--- config.mk ---
export PLATFORM = sky130hd
export DESIGN_NAME = cmerge3_cache_sync
export DESIGN_NICKNAME = d
export VERILOG_FILES = /design/src/rtl/cmerge3_cache_sync_pkg.sv /design/src/rtl/cmerge3_cache_sync_rr_arb3.sv /design/src/rtl/cmerge3_cache_sync.sv
export SDC_FILE = /design/constraint.sdc
export NUM_CORES = 1
export LEC_CHECK = 0
export BUFFER_PORTS_ARGS = -buffer_cell sky130_fd_sc_hd__buf_2
export CAP_MARGIN = 20
export CORE_MARGIN = 10
export CORE_UTILIZATION = 35
export CTS_CLUSTER_SIZE = 14
export DETAILED_ROUTE_END_ITERATION = 10
export PLACE_DENSITY = 0.52
export SLEW_MARGIN = 5
export SYNTH_ARGS = -nofsm -noshare
export SYNTH_HDL_FRONTEND = slang
export SYNTH_SLANG_ARGS = --single-unit
--- constraint.sdc ---
create_clock -name clk -period 2.5 [get_ports clk]
set_input_delay 0.25 -clock clk [delete_from_list [all_inputs] [get_ports clk]]
set_output_delay 0.25 -clock clk [all_outputs]
set_load 0.005 [all_outputs]
--- src/rtl/cmerge3_cache_sync_pkg.sv ---
// Shared definitions for the 3-to-1 drive merger: FSM states, arbitration modes,
// and the round-robin pointer advance rule.
package cmerge3_cache_sync_pkg;

   localparam int N_IN  = 3;
   localparam int SEL_W = 2;

   localparam bit PRIO_RR    = 1'b1;
   localparam bit PRIO_FIXED = 1'b0;

   typedef enum logic {
      ST_IDLE = 1'b0,
      ST_BUSY = 1'b1
   } state_t;

   function automatic logic [SEL_W-1:0] ptr_after(input logic [SEL_W-1:0] w);
      return (w == 2'd2) ? 2'd0 : w + 2'd1;
   endfunction

endpackage

--- src/rtl/cmerge3_cache_sync_rr_arb3.sv ---
// Combinational 3-input arbiter: round-robin starting at i_ptr, or fixed priority
// with source 0 highest.
module rr_arb3
   import cmerge3_cache_sync_pkg::*;
(
   input  logic [N_IN-1:0]  i_req,
   input  logic [SEL_W-1:0] i_ptr,
   input  logic             i_mode,
   output logic [N_IN-1:0]  o_gnt,
   output logic [SEL_W-1:0] o_gnt_idx
);

   logic [SEL_W-1:0] w_start;
   logic [SEL_W:0]   w_sum;
   logic [SEL_W-1:0] w_idx;
   logic             w_found;

   always_comb begin
      // NOTE: every signal written here gets a default first, so no path can infer a latch.
      o_gnt     = '0;
      o_gnt_idx = '0;
      w_found   = 1'b0;
      w_sum     = '0;
      w_idx     = '0;
      w_start   = (i_mode == PRIO_RR && i_ptr != 2'd3) ? i_ptr : 2'd0;
      for (int i = 0; i < N_IN; i++) begin
         w_sum = {1'b0, w_start} + 3'(i);
         w_idx = (w_sum >= 3'd3) ? 2'(w_sum - 3'd3) : w_sum[SEL_W-1:0];
         if (!w_found && i_req[w_idx]) begin
            w_found        = 1'b1;
            o_gnt[w_idx]   = 1'b1;
            o_gnt_idx      = w_idx;
         end
      end
   end

endmodule

--- src/rtl/cmerge3_cache_sync.sv ---
// 3-to-1 drive merger: latches upstream drive pulses, grants one token at a time to
// the shared downstream stage, and returns a free pulse to the granted source.
module cmerge3_cache_sync
   import cmerge3_cache_sync_pkg::*;
#(
   parameter bit PRIO_MODE = PRIO_RR
) (
   input  logic             clk,
   input  logic             rst,
   input  logic             i_drive0,
   input  logic             i_drive1,
   input  logic             i_drive2,
   input  logic             i_freeNext,
   output logic             o_free0,
   output logic             o_free1,
   output logic             o_free2,
   output logic             o_driveNext,
   output logic [SEL_W-1:0] o_sel,
   output logic             o_fire,
   output logic             o_busy,
   output logic             o_err
);

   state_t           r_state;
   state_t           w_state_next;
   logic [N_IN-1:0]  r_pending;
   logic [N_IN-1:0]  w_pending_next;
   logic [N_IN-1:0]  r_free;
   logic [SEL_W-1:0] r_rr_ptr;
   logic [SEL_W-1:0] r_sel;
   logic             r_drive_next;
   logic             r_err;

   logic [N_IN-1:0]  w_drive;
   logic [N_IN-1:0]  w_req;
   logic [N_IN-1:0]  w_gnt;
   logic [N_IN-1:0]  w_won;
   logic [SEL_W-1:0] w_gnt_idx;
   logic             w_grant;
   logic             w_busy;
   logic             w_err_now;

   assign w_drive = {i_drive2, i_drive1, i_drive0};
   // A drive arriving this cycle competes alongside already-latched tokens.
   assign w_req   = r_pending | w_drive;
   assign w_won   = {N_IN{w_grant}} & w_gnt;

   rr_arb3 u_arb (
      .i_req     (w_req),
      .i_ptr     (r_rr_ptr),
      .i_mode    (PRIO_MODE),
      .o_gnt     (w_gnt),
      .o_gnt_idx (w_gnt_idx)
   );

   // NOTE: reset is sampled on the clock edge; state uses non-blocking assignment only.
   always_ff @(posedge clk) begin
      if (rst) r_state <= ST_IDLE;
      else     r_state <= w_state_next;
   end

   always_comb begin
      w_state_next = r_state;
      case (r_state)
         ST_IDLE: if (|w_req)     w_state_next = ST_BUSY;
         ST_BUSY: if (i_freeNext) w_state_next = ST_IDLE;
         default:                 w_state_next = ST_IDLE;
      endcase
   end

   always_comb begin
      w_grant = 1'b0;
      w_busy  = 1'b0;
      case (r_state)
         ST_IDLE: w_grant = |w_req;
         ST_BUSY: w_busy  = 1'b1;
         default: w_grant = 1'b0;
      endcase
   end

   // A granted source that drives again on the grant edge keeps the new token pending.
   always_comb begin
      w_pending_next = '0;
      w_err_now      = (r_state == ST_IDLE) && i_freeNext;
      for (int k = 0; k < N_IN; k++) begin
         w_pending_next[k] = w_won[k] ? (r_pending[k] & w_drive[k])
                                      : (r_pending[k] | w_drive[k]);
         if (w_drive[k] && r_pending[k] && !w_won[k]) w_err_now = 1'b1;
      end
   end

   always_ff @(posedge clk) begin
      if (rst) begin
         r_pending    <= '0;
         r_free       <= '0;
         r_rr_ptr     <= '0;
         r_sel        <= '0;
         r_drive_next <= 1'b0;
         r_err        <= 1'b0;
      end else begin
         r_pending    <= w_pending_next;
         r_free       <= w_won;
         r_drive_next <= w_grant;
         r_err        <= r_err | w_err_now;
         if (w_grant) begin
            r_sel <= w_gnt_idx;
            if (PRIO_MODE == PRIO_RR) r_rr_ptr <= ptr_after(w_gnt_idx);
         end
      end
   end

   assign o_free0     = r_free[0];
   assign o_free1     = r_free[1];
   assign o_free2     = r_free[2];
   assign o_driveNext = r_drive_next;
   assign o_fire      = r_drive_next;
   assign o_sel       = r_sel;
   assign o_busy      = w_busy;
   assign o_err       = r_err;

endmodule

==> results of run 1 <==
-- logic make-up (layout without fill, tap and decap cells) --
kind of cell	Yosys count	count (layout)	synth area share, %
simple gates	37	37	25.5
compound gates	35	35	30.1
flops	13	13	31.0
buf+inv	10	23	6.12
fa+ha+maj	4	4	5.97
mux	1	1	1.19
-- registers in the layout, summed over array words and instances (netlist names) --
name / count
r_state: 1
r_pending: 3
o_err: 1
r_free: 3
o_driveNext: 1
o_sel: 2
r_rr_ptr: 2
-- synth_stat cells (2+ instances only) --
cell type	number	share of area [%]
dfxtp_1	13	31
a21oi_1	10	6.0
nor3_1	8	4.8
inv_1	5	2.2
nor2_1	5	2.2
ha_1	4	6.0
nand2b_1	3	2.2
nand3_1	3	1.8
nor2_2	3	2.2
o21ai_1	3	1.8
a211oi_1	2	1.8
a31oi_1	2	1.5
and2_1	2	1.5
buf_2	2	1.2
nand2_1	2	0.90
nor2b_1	2	1.5
o21a_1	2	1.8
o22ai_1	2	1.5
or3_1	2	1.5
-- power by group --
group	internal (uW)	switching, uW	leakage [uW]
Clock	61.8	66.0	0.0000150
Sequential	237	30.6	0.000108
Combinational	125	169	0.000258
Total	424	266	0.000381
-- layout make-up --
type | count | area [sq um]
Tap cell | 28 | 35.0
Sequential cell | 13 | 260
Clock buffer | 4 | 26.3
Inverter | 5 | 18.8
Multi-Input combinational cell | 77 | 527
Fill cell | 262 | 1320
Timing Repair Buffer | 14 | 70.1
-- stage by stage --
step,instances,utilization [%],setup WS (ns)
6_report,141,41.6,0.308
5_1_grt,141,41.6,0.107
4_1_cts,141,41.6,0.307
3_5_place_dp,137,40.4,0.320
3_3_place_gp,137,40.4,0.386
2_1_floorplan,100,-,0.624
-- worst paths after layout --
| path | startpoint | end | slack, ns | cells past startpoint |
|---|---|---|---|---|
| worst max-delay path | r_rr_ptr[0]$_SDFFE_PP0P_ | r_pending[2]$_SDFF_PP0_ | 0.31 | 8 |
| worst min-delay path | i_freeNext | r_state$_SDFF_PP0_ | 0.25 | 3 |
| worst max register to register | r_rr_ptr[0]$_SDFFE_PP0P_ | r_pending[2]$_SDFF_PP0_ | 0.31 | 8 |
| worst min register to register | o_sel[0]$_SDFFE_PP0P_ | o_sel[0]$_SDFFE_PP0P_ | 0.46 | 2 |
-- worst max-delay path, delay by kind of cell (launching register included) --
kind                       cells  cell delay [ns]
DFF                            1             0.38
and+or+nand+nor                3             0.49
AOI/OAI and AO/OA              3             0.65
adders and majority gates      1             0.50
buffers and inverters          1             0.08
-- routing by layer --
metal	part of all wire [%]	vias up	GRT usage, %
met4	2.0	0	3.45
met3	9.4	6	3.70
li1	-	397	-
met2	45	31	14.6
met5	0	-	0
met1	44	356	11.3
==> summary.md, run 1 <==
| Metric | Value |
|---|---|
| FP Rows | 17 |
| Worst hold path type | input port to flop |
| Total number of vias | 790 |
| Clk slew on worst S/H paths | about 0.08 ns |
| Mapped Nets | 110 |
| Starting Density | a little under two fifths |
| Leakage Power | ~0.00038 uW |
| Max-cap viol count | 0 |
| Clock Latency Late Sink | around 0.27 ns |
| Cell Area, Synth | approximately 840 sq um |
| Longest Clk Path Bufs | 2 |
| Critical Path Source Type | flop |
| Routed vias/inst | around 5.6 |
| Total Routed Length | between 2 and 2.5 mm |
| Avg WL per Cell | between 10 and 15 microns |
| Overall power | slightly below 700 uW |
| Core box area | 2250 sq um |
| Post-CTS Setup Inserts | 0 |
| Relative slew margins | a little under 70% |
| Root Buffer | clkbuf_4 |
| ANT cells | 0 |
| Clk sinks | 13 |
| Max IR drop VDD | between 0.0003 and 0.0004 V |
| Critical path required time | 2.67 ns |
| Most frequent cells in the layout | buf_2, dfxtp_1, a21oi_1, nor3_1 |
| Final Cycle Share | between 80% and 90% |
| CTS hold repair buffers | 0 |
| Fin. max-slew vios | 0 |
| Critical Path AT | roughly 2.4 ns |
| Placed wire-length estimate | 1.57 mm |
| Die X | ~69 microns |
| Tightest Pin Transition | between 0.4 and 0.5 ns |
| Die ar. | ~4800 sq um |
| Post-synth ARST share | 0% |
| Status | finished, final reports clean |
| GP Congestion | between 0.8 and 0.9 |
| Number of port buffers | 14 |
| Final Setup Violations | 0 |
| Crit path largest cell delay | 0.50 ns |
| CP Max Fanout | 12 |
| DP Area | roughly 900 sq um |
| Iter 0 DRT Violations | 23 |
| Mapped Cells | 100 |
| Most common cell after layout, fill and taps aside | buf_2 |
| First-pass GRT wire length | about 3.5 mm |
| Critical path class | flop to flop |
| DRC | 0 |
| Worst path cell trace | inv_1, ha_1, nand2b_1, or3_1, o31ai_2, a21bo_1, nor3b_2, a2111oi_2 |
| Seq/Total Area, Yosys | a little under a third |
| Fin nets | approximately 120 |
| Most used DFF post-synth | dfxtp_1 |
| Total GRT Usage | 9.36% |
| Syn avg cell area | 8.38 sq um |
| Remaining global-route overflow | 0 |
| Antenna Violating Nets Remaining | 0 |
| Crit. End Element | flop |
| Clock skew | approximately 0.0039 ns |
| Die H | around 69 microns |
| CTS tree | done |
| H-tree levels | 1 |
| Setup_tns | 0 ns |
| Power density cells | between 700 and 800 nW/um^2 |
| Final instance area | 937 sq um |
| Layout cell share with drive strength beyond 1 | a little under a quarter |
| Area growth from synthesis to layout | 11.8% |
| DR pass1 iterations | 4 |
| Largest net degree at the start of global routing | 15 |
| Crit-path slowest cell | ha_1 |
| # IOs | 15 |
| RSZ-0062 raised after global routing | no |
| PostCTS Resize Cnt | 0 |
| Post-synth EDFFs | 0 |
| Distinct cells, synth | 44 |
| Yosys reg bits | 13 |
| Total CTS buffers | 3 |
| Hold_ws | roughly 0.25 ns |
| Synth warn | 0 |
| Min Tclk post-route | between 2 and 2.5 ns |
| Initial antenna violation count | 0 |
| Fin. Hold Viols | 0 |
| Fmax | ~460 MHz |
| Vias in the first global route | between 700 and 800 |
No activity file was read; power rests on OpenSTA's default activity.
==> run 2, diff against run 1 <==
CTS_BUF_LIST = sky130_fd_sc_hd__clkbuf_2 sky130_fd_sc_hd__clkbuf_4 sky130_fd_sc_hd__clkbuf_8   (was not set)
==> summary.md, run 2 (synthesis results as in run 1) <==
| Metric | Value |
|---|---|
| Area growth from synthesis to layout | 12.2% |
| Share of total power in the clock network | 20.0% (+1.5 points) |
| Final design utilization | 41.7% (+0.17 points) |
| Fin. max-slew vios | 0 (unchanged) |
| Final Setup Violations | 0 (unchanged) |
| Clock skew | 0.00612 ns (+0.00219 ns) |
| Number of fill cells | 260 (-0.76%) |
| DRC | 0 (unchanged) |
| CTS tree | done |
| Status | finished, final reports clean |
| Max IR drop VDD | 0.000326 V (-5.5%) |
| Iter 0 DRT Violations | 23 (unchanged) |
| Vias in the first global route | 773 (-0.39%) |
| PostCTS Resize Cnt | 0 (unchanged) |
| Starting Density | 37.2% (unchanged) |
| Fin cells | 141 (unchanged) |
| Total CTS buffers | 3 (unchanged) |
| ANT cells | 0 (unchanged) |
| Initial antenna violation count | 0 (unchanged) |
| H-tree levels | 1 (unchanged) |
| Tightest Pin Transition | 0.462 ns (-0.00418 ns) |
| Routed vias/inst | 5.56 (-0.76%) |
| Grt peak-use layer | met2 |
| M3 GR Usage | 3.70% (unchanged) |
| CP Max Fanout | 12 (unchanged) |
| Clk slew on worst S/H paths | 0.08 ns (about the same) |
| Met1 usage | 11.3% (unchanged) |
| Net Sw Power | 268 uW (+0.81%) |
| Min Tclk post-route | 2.20 ns (+0.00446 ns) |
| Combinational power share | 41.9% (-0.8 points) |
| Avg WL per Cell | 14.6 microns (+0.88%) |
| Total GRT Usage | 9.36% (unchanged) |
| Post-CTS Setup Inserts | 0 (unchanged) |
| Fmax | 455 MHz (-0.20%) |
| Critical Path Source Type | flop |
| Internal | 435 uW (+2.6%) |
| Switching part of the total power | 38.1% (-0.41 points) |
| Worst path cell trace | inv_1, ha_1, nand2b_1, or3_1, o31ai_2, a21bo_1, nor3b_2, a2111oi_2 |
| # IOs | 15 (unchanged) |
| GR Util met2 | 14.5% (-0.11 points) |
| DP Area | 911 sq um (unchanged) |
| Crit-path slowest cell | ha_1 |
| FP Rows | 17 (unchanged) |
| Fin nets | 124 (unchanged) |
| Remaining global-route overflow | 0 (unchanged) |
| Area occupied by multi-input gates | 527 sq um (unchanged) |
| Die ar. | 4750 sq um (unchanged) |
| Clock Latency Late Sink | 0.27 ns (about the same) |
| Root Buffer | clkbuf_4 |
| Relative slew margins | 69.2% (+0.28 points) |
| Total number of vias | 784 (-0.76%) |
| GP Congestion | 0.883 (unchanged) |
| Final Cycle Share | 87.9% (+0.18 points) |
| Worst hold path type | input port to flop |
| Most common cell after layout, fill and taps aside | buf_2 |
| Fin. Hold Viols | 0 (unchanged) |
| Place WS | 0.320 ns (unchanged) |
| Largest net degree at the start of global routing | 15 (unchanged) |
| Leakage Power | 0.000384 uW (+0.90%) |
| DR pass1 iterations | 4 (unchanged) |
| Power density cells | 747 nW/um^2 (+1.5%) |
| Layout cell share with drive strength beyond 1 | 23.9% (+0.88 points) |
| Fin worst setup slack | 0.303 ns (-0.00446 ns) |
| Register area | 260 sq um (unchanged) |
| Crit path largest cell delay | 0.50 ns (about the same) |
| Crit path buf inv count | 1 (unchanged) |
| Cell family with most CP delay | compound AO/OA/AOI/OAI gates |
| Post-Place Cells | 137 (unchanged) |
| Critical path required time | 2.68 ns (about the same) |
| Total Routed Length | 2.06 mm (+0.88%) |
| Critical path class | flop to flop |
| Final instance area | 941 sq um (+0.40%) |
| Max-cap viol count | 0 (unchanged) |
| Critical Path AT | 2.37 ns (about the same) |
| CTS hold repair buffers | 0 (unchanged) |
| Most frequent cells in the layout | buf_2, dfxtp_1, a21oi_1, nor3_1 |
| Sequential power share | 38.1% (-0.7 points) |
| Clk sinks | 13 (unchanged) |
| RSZ-0062 raised after global routing | no |
| Die X | 68.9 microns (unchanged) |
| Placed wire-length estimate | 1.57 mm (unchanged) |
| Crit. End Element | flop |
| Setup_tns | 0 ns (unchanged) |
| Core box area | 2250 sq um (unchanged) |
| Number of port buffers | 14 (unchanged) |
| Longest Clk Path Bufs | 2 (unchanged) |
| Die H | 68.9 microns (unchanged) |
| Top flop regs | r_free (3), r_pending (3) |
| First-pass GRT wire length | 3.49 mm (-0.20%) |
| Antenna Violating Nets Remaining | 0 (unchanged) |
==> run 2: through the flow <==
| step | hold WS, ns | power [uW] |
|---|---|---|
| after floorplan | 0.326 | 499 |
| after global placement | 0.447 | 566 |
| after detailed placement | 0.449 | 565 |
| after CTS | 0.245 | 708 |
| after global routing | 0.263 | 763 |
| final | 0.252 | 703 |
==> run 2: worst reg2reg max path, stage by stage, from the launching register on <==
cell       delay, ns
dfxtp_1         0.38
inv_1           0.08
ha_1            0.50
nand2b_1        0.18
or3_1           0.16
o31ai_2         0.10
a21bo_1         0.22
nor3b_2         0.16
a2111oi_2       0.34
==> run 2: power by group through the flow <==
stage	Clock [uW]	Combinational (uW)	Sequential, uW
2_1_floorplan	0	233	266
3_3_place_gp	0	294	273
3_5_place_dp	0	292	272
4_1_cts	147	293	268
5_1_grt	157	332	274
6_report	140	294	268
==> run 2: metal layers <==
layer	part of all wire, %	vias up
li1	-	396
met1	45	354
met2	44	28
met3	8.7	6
met4	2.1	0
met5	0	-
==> run 2: cell type report <==
cell class	instances	area share, %
Multi-Input combinational cell	77	56.0
Clock buffer	4	3.19
Tap cell	28	3.72
Sequential cell	13	27.7
Inverter	5	1.99
Timing Repair Buffer	14	7.45
==> run 2: final timing paths <==
kind,to,cells after the start,startpoint,slack (ns)
max,r_pending[2]$_SDFF_PP0_,8,r_rr_ptr[0]$_SDFFE_PP0P_,0.30
min,r_state$_SDFF_PP0_,3,i_freeNext,0.25
max reg2reg,r_pending[2]$_SDFF_PP0_,8,r_rr_ptr[0]$_SDFFE_PP0P_,0.30
min reg2reg,o_sel[0]$_SDFFE_PP0P_,2,o_sel[0]$_SDFFE_PP0P_,0.46
